<file path="src/rtl/spi_pkg.sv">
// spi_pkg: register map, bit positions, reset values and shift helpers shared by the SPI master.
package spi_pkg;
    typedef enum logic [1:0] {ST_IDLE, ST_SHIFT, ST_DONE} state_t;
    localparam logic [1:0] SPI_CTRL   = 2'd0;
    localparam logic [1:0] SPI_CONFIG = 2'd1;
    localparam logic [1:0] SPI_SSELEC = 2'd2;
    localparam logic [1:0] SPI_BUFFER = 2'd3;
    localparam int EN_BIT   = 0;
    localparam int BUSY_BIT = 7;
    localparam int CPOL_BIT = 5;
    localparam int CPHA_BIT = 4;
    localparam int LSBF_BIT = 6;
    localparam int CPRE_LSB = 0;
    localparam int CPRE_MSB = 3;
    localparam int CPRE_W   = CPRE_MSB - CPRE_LSB + 1;
    localparam logic [7:0] SSELEC_RST = 8'hFF;

    function automatic logic [7:0] shift_in(input logic [7:0] sr, input logic b, input logic lsbf);
        return lsbf ? {b, sr[7:1]} : {sr[6:0], b};
    endfunction

    function automatic logic [7:0] put_in(input logic [7:0] sr, input logic b, input logic lsbf);
        return lsbf ? {b, sr[6:0]} : {sr[7:1], b};
    endfunction

    function automatic logic out_bit(input logic [7:0] sr, input logic lsbf);
        return lsbf ? sr[0] : sr[7];
    endfunction
endpackage

</file>
<file path="src/rtl/spi_pulse_gen.sv">
// spi_pulse_gen: one-cycle tick every max(CPre,1) system clocks while Busy, marking SCK half-periods.
module spi_pulse_gen
    import spi_pkg::*;
(
    input  logic              Clk,
    input  logic              Rst,
    input  logic              Busy,
    input  logic [CPRE_W-1:0] CPre,
    output logic              Tick
);
    logic [CPRE_W-1:0] cnt_q, cnt_d, last;

    assign last  = (CPre == '0) ? '0 : CPre - 1'b1;
    assign Tick  = Busy && (cnt_q == last);
    assign cnt_d = (!Busy || Tick) ? '0 : cnt_q + 1'b1;

    always_ff @(posedge Clk or posedge Rst) begin
        if (Rst) cnt_q <= '0;
        else     cnt_q <= cnt_d;
    end
endmodule

</file>
<file path="src/rtl/spi_master_top.sv">
// spi_master_top: register-mapped SPI master, all four modes, shared TX/RX shift register.
// SPI_LSB_FIRST_EN makes SPI_CONFIG bit6 a writable LSB-first select.
module spi_master_top
    import spi_pkg::*;
(
    input  logic       Clk,
    input  logic       Rst,
    input  logic [1:0] Addr,
    input  logic       Wr,
    input  logic [7:0] DataWr,
    output logic [7:0] DataRd,
    input  logic       MISO,
    output logic       MOSI,
    output logic       SCK,
    output logic [7:0] SlaveSelectors
);
`ifdef SPI_LSB_FIRST_EN
    localparam logic [7:0] CFG_MASK = 8'h7F;
`else
    localparam logic [7:0] CFG_MASK = 8'h3F;
`endif

    state_t     state_q, state_d;
    logic       en_q, en_d, sck_q, sck_d, mosi_q, mosi_d, lat_q, lat_d;
    logic [7:0] cfg_q, cfg_d, ss_q, ss_d, sr_q, sr_d;
    logic [3:0] hcnt_q, hcnt_d;
    logic       busy, tick, cpol, cpha, lsbf, lead;
    logic [7:0] sr_sh, ctrl_rd;

    assign busy  = state_q == ST_SHIFT;
    assign cpol  = cfg_q[CPOL_BIT];
    assign cpha  = cfg_q[CPHA_BIT];
    assign lsbf  = cfg_q[LSBF_BIT];
    assign lead  = !hcnt_q[0];
    assign sr_sh = shift_in(sr_q, lat_q, lsbf);

    assign SCK            = sck_q;
    assign MOSI           = mosi_q;
    assign SlaveSelectors = ss_q;

    spi_pulse_gen pulseSPI (
        .Clk  (Clk),
        .Rst  (Rst),
        .Busy (busy),
        .CPre (cfg_q[CPRE_MSB:CPRE_LSB]),
        .Tick (tick)
    );

    always_comb begin
        ctrl_rd = 8'h00;
        ctrl_rd[EN_BIT] = en_q;
        ctrl_rd[BUSY_BIT] = busy;
        DataRd = (Addr == SPI_CTRL)   ? ctrl_rd :
                 (Addr == SPI_CONFIG) ? cfg_q   :
                 (Addr == SPI_SSELEC) ? ss_q    : sr_q;
    end

    always_comb begin
        state_d = state_q;
        en_d    = en_q;
        sck_d   = sck_q;
        mosi_d  = mosi_q;
        lat_d   = lat_q;
        cfg_d   = cfg_q;
        ss_d    = ss_q;
        sr_d    = sr_q;
        hcnt_d  = hcnt_q;
        if (Wr && Addr == SPI_CTRL) en_d = DataWr[EN_BIT];
        if (Wr && Addr == SPI_SSELEC) ss_d = DataWr;
        if (Wr && Addr == SPI_CONFIG && !busy) cfg_d = DataWr & CFG_MASK;
        if (busy) begin
            if (tick) begin
                sck_d   = ~sck_q;
                hcnt_d  = hcnt_q + 4'd1;
                state_d = (hcnt_q == 4'd15) ? ST_DONE : ST_SHIFT;
                // CPHA=0 latches MISO on the leading edge and shifts it in on the trailing one.
                if (!cpha) begin
                    lat_d  = lead ? MISO : lat_q;
                    sr_d   = lead ? sr_q : sr_sh;
                    mosi_d = lead ? mosi_q : out_bit(sr_sh, lsbf);
                end else begin
                    sr_d   = lead ? shift_in(sr_q, 1'b0, lsbf) : put_in(sr_q, MISO, lsbf);
                    mosi_d = lead ? out_bit(sr_q, lsbf) : mosi_q;
                end
            end
        end else begin
            state_d = ST_IDLE;
            sck_d   = cpol;
            if (Wr && Addr == SPI_BUFFER) begin
                sr_d = DataWr;
                if (en_q) begin
                    state_d = ST_SHIFT;
                    hcnt_d  = 4'd0;
                    mosi_d  = out_bit(DataWr, lsbf);
                end
            end
        end
    end

    always_ff @(posedge Clk or posedge Rst) begin
        if (Rst) begin
            state_q <= ST_IDLE;
            en_q    <= 1'b0;
            sck_q   <= 1'b0;
            mosi_q  <= 1'b0;
            lat_q   <= 1'b0;
            cfg_q   <= 8'h00;
            ss_q    <= SSELEC_RST;
            sr_q    <= 8'h00;
            hcnt_q  <= 4'd0;
        end else begin
            state_q <= state_d;
            en_q    <= en_d;
            sck_q   <= sck_d;
            mosi_q  <= mosi_d;
            lat_q   <= lat_d;
            cfg_q   <= cfg_d;
            ss_q    <= ss_d;
            sr_q    <= sr_d;
            hcnt_q  <= hcnt_d;
        end
    end
endmodule

</file>
<file path="config.mk">
export PLATFORM = sky130hd
export DESIGN_NAME = spi_master_top
export DESIGN_NICKNAME = d
export VERILOG_FILES = /design/src/rtl/spi_pkg.sv /design/src/rtl/spi_pulse_gen.sv /design/src/rtl/spi_master_top.sv
export SDC_FILE = /design/constraint.sdc
export NUM_CORES = 1
export LEC_CHECK = 0
export ABC_AREA = 1
export CORE_ASPECT_RATIO = 0.5
export CORE_UTILIZATION = 40
export CTS_CLUSTER_SIZE = 16
export DETAILED_ROUTE_END_ITERATION = 10
export GPL_TIMING_DRIVEN = 0
export PLACE_DENSITY = 0.63
export SKIP_LAST_GASP = 1
export SLEW_MARGIN = 0
export SYNTH_ARGS = -nofsm -noshare
export SYNTH_HDL_FRONTEND = slang
export SYNTH_SLANG_ARGS = --single-unit
</file>
<file path="constraint.sdc">
create_clock -name Clk -period 1.6 [get_ports Clk]
set_clock_uncertainty 0.2 [all_clocks]
set_input_delay 0.16 -clock Clk [delete_from_list [all_inputs] [get_ports Clk]]
set_output_delay 0.16 -clock Clk [all_outputs]
set_load 0.005 [all_outputs]
</file>
# After elaboration in Yosys (flattened, before gate mapping)
# Cells that the tools add are included.
dict set report word_totals {
  register_bits 36
  input_bits 14
  out_inout_bits 18
  word_cells 73
}
dict set report classes {
  n_addsub 3
  eq_ne 9
  mux 29
  bitwise_logic 3
  reduce_logical 17
}
# operator n
set ops {}
lappend ops {{$mux 8} 9}
lappend ops {{$mux 4} 6}
lappend ops {{$mux 1} 11}
lappend ops {{$add 4x1->4 const B} 2}
lappend ops {{$reduce_and 4->1} 2}
lappend ops {{$logic_and 1x1->1} 6}
lappend ops {{$mux 2} 3}
lappend ops {{$ne 3x3->1 const B} 2}
lappend ops {{$reduce_and 3->1} 2}
lappend ops {{$reduce_and 5->1} 1}
lappend ops {{$eq 2x1->1 const B} 2}
lappend ops {{$eq 2x2->1 const B} 2}
lappend ops {{$eq 4x4->1} 1}
lappend ops {{$eq 4x4->1 const B} 1}
lappend ops {{$logic_not 4->1} 1}
lappend ops {{$reduce_bool 2->1} 2}
lappend ops {{$sub 4x1->4 const B} 1}
lappend ops {{$not 1->1} 3}
lappend ops {{$logic_not 2->1} 1}
lappend ops {{$ne 2x1->1 const B} 1}
lappend ops {{$logic_not 1->1} 1}
lappend ops {{$logic_or 1x1->1} 1}

# Logic depth before layout (Yosys ltp)
# Gate-level depths: netlist (run 1).
dict set report logic_depth {
  depth_word 6
  depth_mapped 12
  depth_no_buf 12
}

# By module
# From an unflattened synthesis (run 1), not the netlist that was laid out.
dict set report hier_totals {
  cells_unflattened 267
  area_unflattened_um2 2029.4
}
# mod n_inst cells_each area_per_inst_um2 seq_area_each_um2
set by_module_without_submodules {}
lappend by_module_without_submodules {spi_master_top 1 218 1700.4 810.8}
lappend by_module_without_submodules {spi_pulse_gen 1 49 329.1 100.1}

# Worst setup path after synthesis (run 1)
# No wires, ideal clock.
dict set report synth_path {
  kind {flip-flop to flip-flop}
  start {reg cfg_q[1]}
  end {reg sr_q[1]}
  setup_time_ns 0.117
  t_arrival_ns 1.300
  required_time_ns 1.283
  path_slack_ns -0.017
  stages_incl_launch_ff 11
  path_buffers 0
  period_less_slack_ns 1.617
  cell_sequence {dfrtp_1 nor2_2 nand2_1 nand3b_1 nand2_1 nor2_1 nand2_2 nand2_4 nand3_2 nand2_1 nand2_1}
}
dict set report synth_between {
  elab_chain_len 6
  word_cells_on_any_way 7
  cone_classes {add/sub: 1; eq/ne: 2; mux: 1; reduce/logical: 3}
}
# element line_no
set synth_rtl {}
lappend synth_rtl {{start: declaration} spi_master_top.sv:25} ;# logic [7:0] cfg_q, cfg_d, ss_q, ss_d, sr_q, sr_d;
lappend synth_rtl {{start signal: assignment} spi_master_top.sv:117} ;# cfg_q <= cfg_d;
lappend synth_rtl {{$sub 4x1->4 or $logic_not 4->1 (tied branches)} spi_pulse_gen.sv:13} ;# assign last = (CPre == '0) ? '0 : CPre - 1'b1;
lappend synth_rtl {{$mux 4 (*)} spi_pulse_gen.sv:13}
lappend synth_rtl {{$eq 4x4->1 (*)} spi_pulse_gen.sv:14} ;# assign Tick = Busy && (cnt_q == last);
lappend synth_rtl {{$logic_and 1x1->1 (*)} spi_pulse_gen.sv:14}
lappend synth_rtl {{$ne 2x1->1 (no line) (*)} -}
lappend synth_rtl {{$reduce_and 4->1 (no line) (*)} -}
lappend synth_rtl {{end signal: assignment} spi_master_top.sv:119} ;# sr_q <= sr_d;
lappend synth_rtl {{end: declaration} spi_master_top.sv:25}
# Every way passes the cells marked *; elsewhere a longest branch is shown, timed or not.
# A chain may end at the register's enable or synchronous reset.

# Worst setup path in the final report (run 1)
dict set report layout_path {
  start {reg cfg_q[3]}
  end {reg sr_q[0]}
}
dict set report layout_between {
  elab_chain_len 6
  word_cells_on_any_way 7
  cone_classes {add/sub: 1; eq/ne: 2; mux: 1; reduce/logical: 3}
}
# element line_no
set layout_rtl {}
lappend layout_rtl {{$sub 4x1->4 or $logic_not 4->1 (tied branches)} spi_pulse_gen.sv:13}
lappend layout_rtl {{$mux 4 (*)} spi_pulse_gen.sv:13}
lappend layout_rtl {{$eq 4x4->1 (*)} spi_pulse_gen.sv:14}
lappend layout_rtl {{$logic_and 1x1->1 (*)} spi_pulse_gen.sv:14}
lappend layout_rtl {{$ne 2x1->1 (no line) (*)} -}
lappend layout_rtl {{$reduce_and 3->1 (no line) (*)} -}
# Marks and branches as above.

==> impl_metrics.py, run 1 <==
metrics = {
    "outcome": {
        "status": "finished with violations",
        "violations": "negative setup slack",
    },
    "floorplan": {
        "die_w_um": 101,
        "die_area_um2": 5230,
        "io_pins": 32,
        "core_area_um2": 4550,
        "start_util": 0.433,
        "die_h_um": 51.6,
        "fp-row-count": 17,
    },
    "clocking": {
        "clk_latency_ps": 300,
        "cts.sinks": 36,
        "cts_tree": "done",
        "clockBufferDepth": 2,
        "cts_max_level": 2,
        "cts_root_buffer": "clkbuf_8",
        "clk_pin_slew_ps": 80,
        "cts_made_buffers": 5,
    },
    "grt": {
        "top_usage_layer": "met2",
        "use_met2": 0.397,
        "grt.overflow.total": 0,
        "use_met1": 0.319,
        "grt_pass1_wl_mm": 9.25,
        "first_global_vias": 1940,
        "grt_usage": 0.240,
        "grt_max_degree": 20,
        "antenna_found_initial": 0,
        "met3_usage": 0.0578,
    },
    "placed_design": {
        "place_congestion": 0.860,
        "dpl_worst_slack_ps": -678,
        "dpl.hpwl_mm": 3.84,
        "dpl.cell_count": 354,
        "port_buffers": 29,
    },
    "setup_path": {
        "rr_worst_depth": 12,
        "r2r_end": "sr_q[0]",
        "worst_setup_path_start_kind": "flop",
        "crit_path_max_fanout": 7,
        "crit_required_ps": 1590,
        "critPathKind": "reg -> reg",
        "worstPathArrival_ps": 1860,
        "reg2reg_from": "cfg_q[3]",
        "rrSetupSlack_ps": -270,
        "cp-end-kind": "flop",
    },
    "layout": {
        "num_antenna_cells": 0,
        "stdcell_count": 389,
        "areaGrowthSynthToFinish_pct": 47.3,
        "final_layout_size_suffix_gt1_frac": 0.356,
        "nFillCells": 403,
        "final_nets": 338,
    },
    "drt": {
        "detail-route-antenna-nets": 0,
        "drtIter0Drc": 116,
        "vias": 2056,
        "avgViaCountPerCell": 5.29,
        "drt_first_pass_iters": 6,
        "wl_per_cell_um": 15.1,
        "routed_wl_mm": 5.87,
        "drc": 0,
    },
    "min_path": {
        "hold_class": "in -> async",
    },
    "timing": {
        "slew_headroom": 0.485,
        "setup_ws_ps": -266,
        "finalCritPeriodShare": 1.17,
        "slew_violations": 0,
        "post-route-min-period_ps": 1870,
        "finalHoldViolCount": 0,
        "setup_violations": 25,
        "timing.fmax_mhz": 536,
        "worst_slew_pin_slew_ps": 772,
        "grt_setup_unrepaired": "yes",
    },
    "power_and_ir_drop": {
        "power.density_nw_per_um2": 1410,
        "cellLeakagePower_uw": 0.00138,
        "total_power_uw": 4090,
        "peakVddDrop_uv": 738,
    },
    "logic_synthesis": {
        "synth_cells": 258,
        "syn-num-nets": 274,
        "ys_seq_area_frac": 0.462,
        "syn-cell-area_um2": 1970,
        "avgSynthCellArea_um2": 7.64,
        "ys_ff_latch": 36,
        "synth_cell_type_count": 28,
        "yosysWarnings": 0,
    },
    "run": {
        "maxCapViolCount": 0,
    },
}
## cell usage in the layout, fill, tap and decap left out, types with 7 or more instances in the layout
cell type	count
nand2_1	60
dfrtp_1	24
o21ai_0	23
inv_1	20
buf_4	18
nand3_1	17
clkdlybuf4s50_1	13
nand2_2	12
nor2_1	11
buf_6	9
nand4_1	9
dfstp_2	8
buf_2	8
o21ai_1	8
dlygate4sd2_1	8
clkbuf_8	7
## how the worst max path moves through the flow
stage | start | to
after global placement | state_q[1] | DataRd[7]
after detailed placement | state_q[1] | DataRd[7]
after floorplan | cfg_q[1] | sr_q[1]
after global routing | cfg_q[3] | sr_q[0]
after CTS | cfg_q[3] | sr_q[5]
final | cfg_q[3] | sr_q[0]
## metrics by stage
step           instance area (um2)  setup TNS (ps)   util  hold slack, ps
3_3_place_gp                  2350          -20470  0.517             285
4_1_cts                       2680           -3630  0.589             137
6_report                      2900           -4450  0.638            99.3
3_5_place_dp                  2380           -8750  0.523             287
2_1_floorplan                 1980           -68.1      -            64.1
5_1_grt                       2900           -7140  0.638             183
## cell usage after synthesis (all sizes together)
cell type	instances	share of area
a21oi	5	0.013
a31o	1	0.0044
a31oi	1	0.0032
buf	6	0.018
clkbuf	3	0.0057
dfrtp	28	0.36
dfstp	8	0.11
ha	2	0.013
inv	25	0.048
nand2	75	0.15
nand3	22	0.058
nand3b	2	0.0076
nand4	9	0.029
nor2	23	0.048
nor3	2	0.0051
o211ai	1	0.0038
o21ai	35	0.089
o221a	3	0.017
o31ai	1	0.0038
or2	3	0.0095
xnor2	1	0.0044
xor2	2	0.0089
## worst max-delay path, cell delays in order, from the launching register on
cell	delay [ps]
dfrtp_2	420
buf_6	130
nor2_4	100
nand2_2	60
nand3b_1	80
nand2_1	70
nor2_2	150
nand2_4	100
nand2_8	110
buf_6	130
nand3_2	60
nand2_2	80
nand2_1	50
## sequential cells by signal, summed over array words and instances, names as in the netlist
| signal | flops |
|---|---|
| state_q | 2 |
| sr_q | 8 |
| MOSI | 1 |
| SlaveSelectors | 8 |
| SCK | 1 |
| en_q | 1 |
| pulseSPI.cnt_q | 4 |
| cfg_q | 6 |
| hcnt_q | 4 |
| lat_q | 1 |
## layout make-up
cell class | instances | area [um2] | share of cell area
tap | 66 | 82.6 | 0.0284
clock buffer | 8 | 100 | 0.0345
inverter | 25 | 93.8 | 0.0323
multi-input combinational | 188 | 1090 | 0.376
timing repair buffer | 57 | 533 | 0.184
sequential | 36 | 916 | 0.316
buffer | 9 | 85.1 | 0.0293
## power by group
group          switching (uW)  internal [uW]
Clock                     341            393
Combinational             994            915
Sequential                253           1190
Total                    1590           2500
## repair_timing
action	4_1_cts	5_1_grt
pin swaps	17	19
setup endpoints to repair	38	35
hold buffers	0	0
cloned	0	1
setup buffers	18	9
gates resized for setup	74	43
## cells by family after synthesis
kind of cell	after synthesis	share of synthesized area
AND/OR/NAND/NOR	136	0.306
adder cells (fa/ha/maj)	2	0.0127
flip-flops	36	0.462
AO/OA/AOI/OAI	47	0.134
buffers and inverters	34	0.0717
XOR/XNOR	3	0.0133
## per-layer routing
layer	part of all wire	wire, um	vias up
met5	0	0	-
met4	0.018	104	0
met3	0.060	352	13
met2	0.47	2760	74
met1	0.45	2660	985
li1	-	-	984
Power figures use the tool's default switching activity.
==> inputs of run 2 (changes only) <==
--- a/config.mk
+++ b/config.mk
@@ -12,7 +12,6 @@
 export DETAILED_ROUTE_END_ITERATION = 10
 export GPL_TIMING_DRIVEN = 0
 export PLACE_DENSITY = 0.63
-export SKIP_LAST_GASP = 1
 export SLEW_MARGIN = 0
 export SYNTH_ARGS = -nofsm -noshare
 export SYNTH_HDL_FRONTEND = slang
==> impl_metrics.py, run 2 (synthesis gave the netlist of run 1 again) <==
metrics = {
    "power_and_ir_drop": {
        "cellLeakagePower_uw": 0.00139,
        "swShare": 0.387,
        "clkPwrFrac": 0.179,
        "seqPwrFrac": 0.354,
        "p_int_uw": 2500,
        "share_comb_of_total_power": 0.468,
        "power.density_nw_per_um2": 1400,
        "power.switching_uw": 1580,
        "peakVddDrop_uv": 731,
    },
    "drt": {
        "wl_per_cell_um": 15.0,
        "drc": 0,
        "drtIter0Drc": 114,
        "vias": 2055,
        "routed_wl_mm": 5.83,
        "avgViaCountPerCell": 5.28,
        "detail-route-antenna-nets": 0,
        "drt_first_pass_iters": 5,
    },
    "timing": {
        "grt_setup_unrepaired": "yes",
        "setup_ws_ps": -266,
        "slew_headroom": 0.484,
        "finalCritPeriodShare": 1.17,
        "post-route-min-period_ps": 1870,
        "worst_slew_pin_slew_ps": 774,
        "timing.fmax_mhz": 536,
        "slew_violations": 0,
        "finalHoldViolCount": 0,
        "setup_violations": 25,
    },
    "grt": {
        "first_global_vias": 1940,
        "antenna_found_initial": 0,
        "grt_pass1_wl_mm": 9.25,
        "grt_usage": 0.240,
        "grt.overflow.total": 0,
        "grt_max_degree": 20,
    },
    "outcome": {
        "violations": "negative setup slack",
        "status": "finished with violations",
    },
    "layout": {
        "final_layout_size_suffix_gt1_frac": 0.356,
        "num_antenna_cells": 0,
        "nFillCells": 400,
        "stdcell_count": 389,
        "areaGrowthSynthToFinish_pct": 47.6,
        "layout_common_cells": "nand2_1, dfrtp_1, o21ai_0",
        "final_common_cell": "nand2_1",
        "final_nets": 338,
    },
    "placed_design": {
        "dpl.hpwl_mm": 3.84,
        "port_buffers": 29,
        "place_congestion": 0.860,
        "dpl.cell_count": 354,
        "dpl_worst_slack_ps": -678,
    },
    "setup_path": {
        "crit_path_max_fanout": 7,
        "worst_setup_path_start_kind": "flop",
        "max_stage_delay_ps": 420,
        "critPathKind": "reg -> reg",
        "worstPathArrival_ps": 1860,
        "cpLargestDelayFamily": "simple AND/OR/NAND/NOR gates",
        "cp-end-kind": "flop",
        "crit_required_ps": 1590,
        "crit_chain": "buf_6, nor2_4, nand2_2, nand3b_1, nand2_1, nor2_2, nand2_4, nand2_8, buf_6, nand3_2, nand2_2, nand2_1",
        "cp_slowest_cell": "dfrtp_2",
        "cp.buffers_inverters": 2,
    },
    "floorplan": {
        "fp-row-count": 17,
        "die_area_um2": 5230,
        "die_h_um": 51.6,
        "io_pins": 32,
        "start_util": 0.433,
        "die_w_um": 101,
        "core_area_um2": 4550,
    },
    "clocking": {
        "cts_tree": "done",
        "cts_root_buffer": "clkbuf_8",
        "cts_made_buffers": 5,
        "clk_pin_slew_ps": 80,
        "cts_max_level": 2,
        "clk_latency_ps": 300,
        "cts_hold_buf": 0,
        "cts.sinks": 36,
        "clockBufferDepth": 2,
    },
    "run": {
        "maxCapViolCount": 0,
    },
    "min_path": {
        "hold_class": "in -> async",
    },
}
==> run 2: cell counts in the layout (fill, tap and decap cells not counted) <==
No cell type changed its count.
==> run 2: final timing paths <==
path                                     end  cells after the start  slack [ps]      from
max in group asynchronous  SlaveSelectors[3]                      3         460       Rst
setup reg to reg                     sr_q[0]                     12        -270  cfg_q[3]
hold / removal                       sr_q[0]                      2         100       Rst
hold reg to reg                        lat_q                      2         290     lat_q
setup / recovery                     sr_q[0]                     12        -270  cfg_q[3]
min in group Clk                    cfg_q[5]                      5         190   Addr[1]
==> run 2: layer usage <==
| layer | global-route usage | wire [um] |
|---|---|---|
| met5 | 0 | 0 |
| met1 | 0.319 | 2700 |
| met3 | 0.0578 | 276 |
| met2 | 0.396 | 2760 |
| met4 | 0.0652 | 95 |
==> run 2: area by class of cell <==
type	count	area (um2)	area share
Multi-Input combinational cell	188	1100	0.377
Sequential cell	36	916	0.315
Timing Repair Buffer	57	533	0.183
Clock buffer	8	100	0.0344
Inverter	25	93.8	0.0323
Buffer	9	85.1	0.0293
Tap cell	66	82.6	0.0284
==> run 2: through the flow <==
stage           util  hold WS (ps)  instance area (um2)  setup TNS (ps)  total power (uW)
3_3_place_gp   0.517           285                 2350          -20470              2680
3_5_place_dp   0.523           287                 2380           -8750              2720
6_report       0.639          99.6                 2910           -4440              4080
4_1_cts        0.589           137                 2680           -3580              3700
5_1_grt        0.639           183                 2910           -7140              4360
2_1_floorplan      -          64.1                 1980           -68.1              2220
==> run 2: worst reg2reg max path: cells and delay by family (launching register included) <==
family                 cells  cell delay [ps]
buffers and inverters      2              270
AND/OR/NAND/NOR           10              880
flip-flops                 1              420
==> run 2: repair_timing <==
action | in CTS | in global routing
buffers inserted | 18 | 9
endpoints found under the setup margin | 38 | 35
pin swaps | 17 | 19
gates cloned | 0 | 1
resized for setup | 75 | 43
==> run 2: power by group through the flow <==
stage	Combinational [uW]	Clock (uW)	Sequential (uW)
2_1_floorplan	836	0	1380
3_3_place_gp	1240	0	1440
3_5_place_dp	1270	0	1450
4_1_cts	1540	737	1420
5_1_grt	2100	783	1480
6_report	1910	729	1440
==> inputs of run 3 (changes only) <==
--- a/config.mk
+++ b/config.mk
@@ -11,7 +11,7 @@
 export CTS_CLUSTER_SIZE = 16
 export DETAILED_ROUTE_END_ITERATION = 10
 export GPL_TIMING_DRIVEN = 0
-export PLACE_DENSITY = 0.63
+export PLACE_DENSITY = 0.61
 export SLEW_MARGIN = 0
 export SYNTH_ARGS = -nofsm -noshare
 export SYNTH_HDL_FRONTEND = slang
==> impl_metrics.py, run 3 (synthesis gave the netlist of run 1 again) <==
metrics = {
    "outcome": {
        "status": "finished with violations",
        "violations": "negative setup slack",
    },
    "grt": {
        "grt_pass1_wl_mm": 8.99,
        "grt_usage": 0.228,
        "first_global_vias": 1839,
        "grt.overflow.total": 0,
        "antenna_found_initial": 0,
        "grt_max_degree": 37,
    },
    "run": {
        "maxCapViolCount": 0,
    },
    "setup_path": {
        "crit_path_max_fanout": 7,
        "worst_setup_path_start_kind": "flop",
        "crit_chain": "buf_6, nor2_1, nand2_1, nand3b_1, nand2_1, nor2_1, nand2_2, nand2_4, buf_12, nand3_4, nand2_1, nand2_1",
        "critPathKind": "reg -> reg",
        "cp.buffers_inverters": 2,
        "crit_required_ps": 1580,
        "timing.critical_path.mode_cell": "nand2_1",
        "cpLargestDelayFamily": "simple AND/OR/NAND/NOR gates",
        "worstPathArrival_ps": 1870,
        "cp-end-kind": "flop",
        "max_stage_delay_ps": 410,
        "cp_slowest_cell": "dfrtp_1",
    },
    "placed_design": {
        "dpl.cell_count": 353,
        "port_buffers": 29,
        "post_dp_cell_area_um2": 2350,
        "place_congestion": 0.874,
        "dpl.hpwl_mm": 3.85,
    },
    "timing": {
        "setup_violations": 24,
        "setup_ws_ps": -292,
        "setup-tns-final_ps": -4590,
        "slew_violations": 0,
        "finalCritPeriodShare": 1.18,
        "slew_headroom": 0.480,
        "post-route-min-period_ps": 1890,
        "worst_slew_pin_slew_ps": 779,
        "grt_setup_unrepaired": "yes",
        "finalHoldViolCount": 0,
        "timing.fmax_mhz": 529,
        "fin_hold_ws_ps": 126,
    },
    "layout": {
        "final_nets": 332,
        "final_common_cell": "nand2_1",
        "stdcell_count": 383,
        "layout_common_cells": "nand2_1, dfrtp_1, o21ai_0",
        "num_antenna_cells": 0,
        "areaGrowthSynthToFinish_pct": 39.9,
        "final_layout_size_suffix_gt1_frac": 0.303,
        "final_util": 0.606,
        "design_area_um2": 2760,
    },
    "power_and_ir_drop": {
        "power.density_nw_per_um2": 1370,
        "peakVddDrop_uv": 618,
        "cellLeakagePower_uw": 0.00133,
    },
    "min_path": {
        "hold_class": "in -> async",
    },
    "floorplan": {
        "fp-row-count": 17,
        "io_pins": 32,
        "core_area_um2": 4550,
        "die_w_um": 101,
        "die_area_um2": 5230,
        "die_h_um": 51.6,
        "start_util": 0.433,
    },
    "drt": {
        "drc": 0,
        "drtIter0Drc": 108,
        "wl_per_cell_um": 14.2,
        "detail-route-antenna-nets": 0,
        "avgViaCountPerCell": 5.23,
        "routed_wl_mm": 5.42,
        "vias": 2005,
        "drt_first_pass_iters": 4,
    },
    "clocking": {
        "cts_max_level": 2,
        "cts_tree": "done",
        "clk_pin_slew_ps": 80,
        "cts_hold_buf": 0,
        "cts.sinks": 36,
        "clockBufferDepth": 2,
        "cts_made_buffers": 5,
        "clk_latency_ps": 290,
        "cts_root_buffer": "clkbuf_8",
    },
}
[run 3: changes by cell type in the layout (fill, tap and decap cells not counted), sizes merged]
cell / before / now
clkdlybuf4s15: 0 / 2
clkbuf: 15 / 9
clkinv: 0 / 1
buf: 38 / 35
[run 3: final timing paths]
check	from	to	slack (ps)	depth (start not counted)
max	cfg_q[3]	sr_q[1]	-290	12
min	Rst	hcnt_q[2]	130	2
max reg2reg	cfg_q[3]	sr_q[1]	-290	12
min reg2reg	MOSI	MOSI	300	2
max in group asynchronous	Rst	cfg_q[0]	520	2
min in group Clk	Addr[0]	en_q	180	3
[run 3: routing by layer]
layer	share of wire	GRT usage	routed length, um	up-vias
met5	0	0	0	-
met4	0.0085	0.0507	46	0
met3	0.053	0.0484	286	6
met2	0.45	0.371	2450	54
met1	0.49	0.315	2640	974
li1	-	-	-	971
[run 3: cell type report]
| type | count | area (um2) |
|---|---|---|
| clock buffers | 7 | 76.3 |
| inverters | 25 | 101 |
| fillers | 421 | 1800 |
| flip-flops and latches | 36 | 913 |
| multi-input cells | 188 | 1030 |
| repair buffers | 52 | 465 |
| clock inverters | 1 | 5.00 |
| well taps | 66 | 82.6 |
| plain buffers | 8 | 77.6 |
[run 3: repair_timing]
item                       in CTS  in global routing
pin swaps                      19                 10
setup endpoints to repair      43                 35
gates resized for setup        69                 30
buffers inserted               16                  7
[run 3: worst reg2reg max path, delay by kind of cell, from the launching register on]
kind | cells | cell delay, ps
DFF | 1 | 410
buffers and inverters | 2 | 240
and+or+nand+nor | 10 | 930
[run 3: stage by stage]
stage | setup slack (ps) | total power (uW)
after floorplan | -10.5 | 2220
after global placement | -667 | 2670
after detailed placement | -718 | 2710
after CTS | -248 | 3550
after global routing | -379 | 4030
final | -292 | 3760
[run 3: report_power, final]
group,switching (uW),leakage [uW],internal (uW)
Combinational,883,0.000847,818
Sequential,242,0.000438,1190
Clock,326,0.0000422,306
